## src/rtl/aes_pkg.sv

```systemverilog
// Shared AES helpers: S-box, rcon stepping and key-scheduler state type.
// Pure combinational functions; no latency, no flow control.
package aes_pkg;

    typedef enum logic [1:0] {
        ST_IDLE,
        ST_EXPAND,
        ST_EMIT
    } keysched_state_t;

    localparam logic [7:0] RCON_FIRST = 8'h01;
    localparam logic [7:0] RCON_LAST  = 8'h36;

    function automatic logic [7:0] xtime(input logic [7:0] b);
        return {b[6:0], 1'b0} ^ (b[7] ? 8'h1b : 8'h00);
    endfunction

    // Walks rcon backwards; 0x1b is the only value whose predecessor wrapped.
    function automatic logic [7:0] inv_xtime(input logic [7:0] b);
        return (b == 8'h1b) ? 8'h80 : {1'b0, b[7:1]};
    endfunction

    function automatic logic [7:0] gf_mul(input logic [7:0] a, input logic [7:0] b);
        logic [7:0] p;
        logic [7:0] x;
        p = 8'h00;
        x = a;
        for (int i = 0; i < 8; i++) begin
            if (b[i]) p = p ^ x;
            x = xtime(x);
        end
        return p;
    endfunction

    // GF(2^8) inverse as a^254 (maps 0 to 0), followed by the AES affine map.
    function automatic logic [7:0] sbox(input logic [7:0] a);
        logic [7:0] sq;
        logic [7:0] inv;
        sq  = a;
        inv = 8'h01;
        for (int i = 1; i < 8; i++) begin
            sq  = gf_mul(sq, sq);
            inv = gf_mul(inv, sq);
        end
        return inv ^ {inv[6:0], inv[7]} ^ {inv[5:0], inv[7:6]} ^
               {inv[4:0], inv[7:5]} ^ {inv[3:0], inv[7:4]} ^ 8'h63;
    endfunction

endpackage

```

## src/rtl/aes_subword.sv

```systemverilog
// Four parallel S-box lookups on a 32-bit word, no rotation.
// Combinational, zero latency, no flow control.
module aes_subword
    import aes_pkg::*;
(
    input  logic [31:0] word_in,
    output logic [31:0] word_out
);

    assign word_out[31:24] = sbox(word_in[31:24]);
    assign word_out[23:16] = sbox(word_in[23:16]);
    assign word_out[15:8]  = sbox(word_in[15:8]);
    assign word_out[7:0]   = sbox(word_in[7:0]);

endmodule

```

## src/rtl/aes_inv_key_sched.sv

```systemverilog
// AES-128 decryption key scheduler: first round key 11 cycles after key_load, then rounds 10..0 one per
// rk_valid/rk_ready handshake (rk_ready low holds the key). Optional round-0 self-check: AES_KEYSCHED_SELFCHECK_EN.
module aes_inv_key_sched
    import aes_pkg::*;
(
    input  logic         clk,
    input  logic         rst_n,
    input  logic         key_load,
    input  logic [127:0] key_in,
    output logic         busy,
    output logic         rk_valid,
    input  logic         rk_ready,
    output logic [127:0] rk,
    output logic [3:0]   rk_round,
    output logic         rk_last,
    output logic         err
);

    keysched_state_t state_q, state_d;
    logic [127:0]    key_q, key_d;
    logic [7:0]      rcon_q, rcon_d;
    logic [3:0]      cnt_q, cnt_d;
    logic            busy_q, busy_d;
    logic            rk_valid_q, rk_valid_d;

    logic [31:0] w0, w1, w2, w3;
    logic [31:0] sub_in, sub_out, t0;
    logic [127:0] key_fwd, key_inv;
    logic         rk_hs;

    assign {w0, w1, w2, w3} = key_q;

    // One S-box word serves both directions: w3 going forward, w3^w2 (= previous w3) going back.
    assign sub_in = (state_q == ST_EXPAND) ? w3 : (w3 ^ w2);

    aes_subword u_subword (
        .word_in  (sub_in),
        .word_out (sub_out)
    );

    assign t0      = w0 ^ {sub_out[23:0], sub_out[31:24]} ^ {rcon_q, 24'h0};
    assign key_fwd = {t0, w1 ^ t0, w2 ^ w1 ^ t0, w3 ^ w2 ^ w1 ^ t0};
    assign key_inv = {t0, w1 ^ w0, w2 ^ w1, w3 ^ w2};
    assign rk_hs   = rk_valid_q && rk_ready;

    always_comb begin
        state_d = state_q;
        key_d   = key_q;
        rcon_d  = rcon_q;
        cnt_d   = cnt_q;
        if (key_load) begin
            key_d   = key_in;
            rcon_d  = RCON_FIRST;
            cnt_d   = 4'd0;
            state_d = ST_EXPAND;
        end else begin
            case (state_q)
                ST_EXPAND: begin
                    key_d  = key_fwd;
                    cnt_d  = cnt_q + 4'd1;
                    rcon_d = xtime(rcon_q);
                    if (cnt_q == 4'd9) begin
                        rcon_d  = RCON_LAST;
                        state_d = ST_EMIT;
                    end
                end
                ST_EMIT: begin
                    if (rk_hs) begin
                        if (cnt_q == 4'd0) begin
                            state_d = ST_IDLE;
                        end else begin
                            key_d  = key_inv;
                            cnt_d  = cnt_q - 4'd1;
                            rcon_d = inv_xtime(rcon_q);
                        end
                    end
                end
                default: ;
            endcase
        end
        busy_d     = (state_d != ST_IDLE);
        rk_valid_d = (state_d == ST_EMIT);
    end

    always_ff @(posedge clk or negedge rst_n) begin
        if (!rst_n) begin
            state_q    <= ST_IDLE;
            key_q      <= '0;
            rcon_q     <= '0;
            cnt_q      <= '0;
            busy_q     <= 1'b0;
            rk_valid_q <= 1'b0;
        end else begin
            state_q    <= state_d;
            key_q      <= key_d;
            rcon_q     <= rcon_d;
            cnt_q      <= cnt_d;
            busy_q     <= busy_d;
            rk_valid_q <= rk_valid_d;
        end
    end

    assign busy     = busy_q;
    assign rk_valid = rk_valid_q;
    assign rk       = key_q;
    assign rk_round = cnt_q;
    assign rk_last  = rk_valid_q && (cnt_q == 4'd0);

`ifdef AES_KEYSCHED_SELFCHECK_EN
    // Walking the schedule back to round 0 must reproduce the loaded key exactly.
    logic [127:0] shadow_q, shadow_d;
    logic         err_q, err_d;

    always_comb begin
        shadow_d = shadow_q;
        err_d    = err_q;
        if (key_load) begin
            shadow_d = key_in;
            err_d    = 1'b0;
        end else if ((state_q == ST_EMIT) && rk_hs && (cnt_q == 4'd0) && (key_q != shadow_q)) begin
            err_d = 1'b1;
        end
    end

    always_ff @(posedge clk or negedge rst_n) begin
        if (!rst_n) begin
            shadow_q <= '0;
            err_q    <= 1'b0;
        end else begin
            shadow_q <= shadow_d;
            err_q    <= err_d;
        end
    end

    assign err = err_q;
`else
    assign err = 1'b0;
`endif

endmodule
```

## config.mk

```make
export PLATFORM = sky130hd
export DESIGN_NAME = aes_inv_key_sched
export DESIGN_NICKNAME = d
export VERILOG_FILES = /design/src/rtl/aes_pkg.sv /design/src/rtl/aes_subword.sv /design/src/rtl/aes_inv_key_sched.sv
export SDC_FILE = /design/constraint.sdc
export NUM_CORES = 2
export LEC_CHECK = 0
export BUFFER_PORTS_ARGS = -buffer_cell sky130_fd_sc_hd__buf_4
export CAP_MARGIN = 15
export CORE_ASPECT_RATIO = 1.4
export CORE_UTILIZATION = 65
export CTS_BUF_LIST = sky130_fd_sc_hd__clkbuf_4 sky130_fd_sc_hd__clkbuf_8
export DETAILED_ROUTE_END_ITERATION = 10
export PLACE_DENSITY = 0.9
export SLEW_MARGIN = 20
export SYNTH_ARGS = -nofsm -noshare
export SYNTH_HDL_FRONTEND = slang
export SYNTH_HIERARCHICAL = 1
export SYNTH_SLANG_ARGS = --single-unit
```

## constraint.sdc

```tcl
create_clock -name clk -period 19.6 [get_ports clk]
set_input_delay 3.92 -clock clk [delete_from_list [all_inputs] [get_ports clk]]
set_output_delay 3.92 -clock clk [all_outputs]
set_load 0.1 [all_outputs]
```

==> out/metrics.yaml <==
outcome: "finished clean"
grt_max_degree: 105
synth_top_family_by_area: "XOR/XNOR gates"
insertion_delay_ps: 610
drc: 0
first_pass_iters: 9
setup_viol: 0
rows: 140
cp_common_cell: "xnor2_1"
hold_buffers: 0
grt_pass1_vias: 66900
root_buffer: "clkbuf_8"
synth_top_area_share_pct: 21.6
critPathLaunchType: "register"
rrSetupSlack_ps: 180
cts_sinks: 144
die_y_microns: 385
synth_area_leaders: "xnor2_1 (22%), xnor3_1 (9.7%), nor2_1 (6.6%), xor2_1 (6.1%), dfrtp_1 (5.3%)"
filler_cell_count: 8324
drive_gt1_share_pct: 13.8
fin_util_pct: 70.9
grt_usage_pct: 40.9
synth-adder-area-share_pct: 0.720
syn_nets: 9265
gp_congestion: 1.01
port_buffers: 266
cp_max_fo: 21
ys_warn_count: 6
drt_iter0_drc: 7377
critPathArrivalTime_ps: 19880
fin_crit_ps: 19420
dp.cells: 10400
cts_max_level: 4
area_delta_synth_final_pct: 8.17
path_clk_slew_ps: 120
wl_per_cell_microns: 21.6
drt-total-wl_microns: 227000
antenna_found_initial: 8
worstSetupEndpointType: "register"
cts_made_buffers: 17
cap_violations: 0
cts_tree: "done"
pin_count: 268
dpl.hpwl_microns: 165000
ys_seq_area_share_pct: 5.29
finalHoldWorstSlack_ps: 571
synth_top_area_cell: "xnor2_1"
async_reset_ff_share_pct: 100
critPathSlowestCell: "a2111oi_0"
num_vias: 69800
placed_area_sq_um: 72200
die_x_microns: 276
synth_ff_type: "dfrtp_1"
synth_most_common_cell: "xnor2_1"
synth_edf_count: 0
synth-simple-area-share_pct: 21.6
finalHoldViolCount: 0
path_class: "reg -> reg"
ys_types: 130
stdcell_area_sq_um: 73700
clockBufferDepth: 2
dieArea_sq_um: 106000
synthTopCellsByCount: "xnor2_1 (1679), nor2_1 (1202), nand2_1 (886)"
stdcell_count: 10500
hold_class: "reg -> reg"
clock.fmax_mhz: 51.5
ys_ff_latch: 144
synth_cells: 9100
core_sq_um: 104000
syn-cell-area_sq_um: 68200
drv_slew: 0
synth.area.mux_share_pct: 4.97
start_util_pct: 65.5
synth.avg_cell_area_sq_um: 7.49
nets: 9301
tightestPinTransition_ps: 1150
finClkSkew_ps: 52.4
synth_xor_area_share_pct: 44.6
ant_nets: 0
crit_required_ps: 20060
fin_crit_sh_pct: 99.1
critPathMaxStageDelay_ps: 720
synth_compound_area_share_pct: 18.0
relSlewSlack_pct: 22.9
viasPerCell: 6.65
grt_overflow: 0
grt_pass1_wl_microns: 354000
[per-stage QoR]
stage | setup TNS [ps] | setup WS [ps]
finish | 0 | 180
global route | -2810 | -607
CTS | 0 | 39.7
detailed placement | -137 | -56.0
global placement | 0 | 474
floorplan | 0 | 2090
[layout make-up]
cell class	instances	area [sq um]	area share, %
Multi-Input combinational cell	8173	62500	84.8
Timing Repair Buffer	657	4960	6.73
Sequential cell	144	3600	4.89
Tap cell	1349	1690	2.29
Inverter	143	537	0.728
Clock buffer	19	262	0.355
Clock inverter	13	151	0.205
Antenna cell	5	12.5	0.0170
[sequential cells by signal, indices dropped and copies added (netlist names)]
signal / cells
busy: 1
rk_round: 4
state_q: 2
rk_valid: 1
rcon_q: 8
rk: 128
[logic make-up (layout without fill, tap and decap cells)]
logic type               Yosys count  count (layout)
AND/OR/NAND/NOR                 3239            3239
XOR/XNOR                        2694            2694
AO/OA/AOI/OAI                   1877            1877
buffers and inverters            783             832
multiplexers                     322             322
flip-flops                       144             144
adder cells (fa/ha/maj)           40              40
other                              1               6
[critical path: cells and delay by family (launching register included)]
| family | cells | cell delay [ps] |
|---|---|---|
| flip-flops | 1 | 460 |
| XOR/XNOR | 20 | 7100 |
| AND/OR/NAND/NOR | 14 | 3290 |
| multiplexers | 2 | 420 |
| AO/OA/AOI/OAI | 19 | 5460 |
| adder cells (fa/ha/maj) | 4 | 1460 |
| buffers and inverters | 6 | 1090 |
[final timing paths]
check / from / endpoint / depth (start not counted)
setup / recovery: state_q[1]$_DFF_PN0_ / rk[14]$_DFFE_PN0P_ / 65
hold / removal: state_q[0]$_DFF_PN0_ / state_q[0]$_DFF_PN0_ / 1
setup reg to reg: state_q[1]$_DFF_PN0_ / rk[14]$_DFFE_PN0P_ / 65
hold reg to reg: state_q[0]$_DFF_PN0_ / state_q[0]$_DFF_PN0_ / 1
max in group asynchronous: rst_n / rk[125]$_DFFE_PN0P_ / 2
min in group asynchronous: rst_n / rk[8]$_DFFE_PN0P_ / 1
[repair_timing]
| item | CTS | global route |
|---|---|---|
| gates resized for setup | 5 | 116 |
| buffers inserted | 0 | 31 |
| setup endpoints to repair | 11 | 122 |
| pin swaps | 0 | 17 |
[cells in the final DEF, fill, tap and decap left out, types with 39 or more instances in the layout]
cell / count
xnor2_1: 1593
nor2_1: 1198
nand2_1: 885
buf_4: 653
a21oi_1: 465
xor2_1: 455
o21ai_0: 406
xnor3_1: 284
nand3_1: 261
nor3_1: 240
mux2i_1: 212
xnor2_2: 162
dfrtp_1: 144
o22ai_1: 133
inv_1: 118
nand2b_1: 105
mux2_2: 100
a31oi_1: 88
a211oi_1: 85
o211ai_1: 80
or3_1: 73
nor2b_1: 71
and3_1: 68
nand4_1: 64
and2_1: 63
xor2_2: 56
xnor2_4: 47
nor4_1: 43
xnor3_2: 43
a22oi_1: 43
o21ai_1: 42
a21o_1: 39
[metal layers]
| layer | wire (microns) | GRT usage (%) |
|---|---|---|
| met5 | 24 | 0.139 |
| met4 | 17700 | 28.3 |
| met3 | 21100 | 6.99 |
| met2 | 108000 | 69.4 |
| met1 | 79800 | 46.5 |
Power is left out: the tool's default activity adds up to more than one toggle a clock period on the data nets, which glitch-free logic cannot reach.
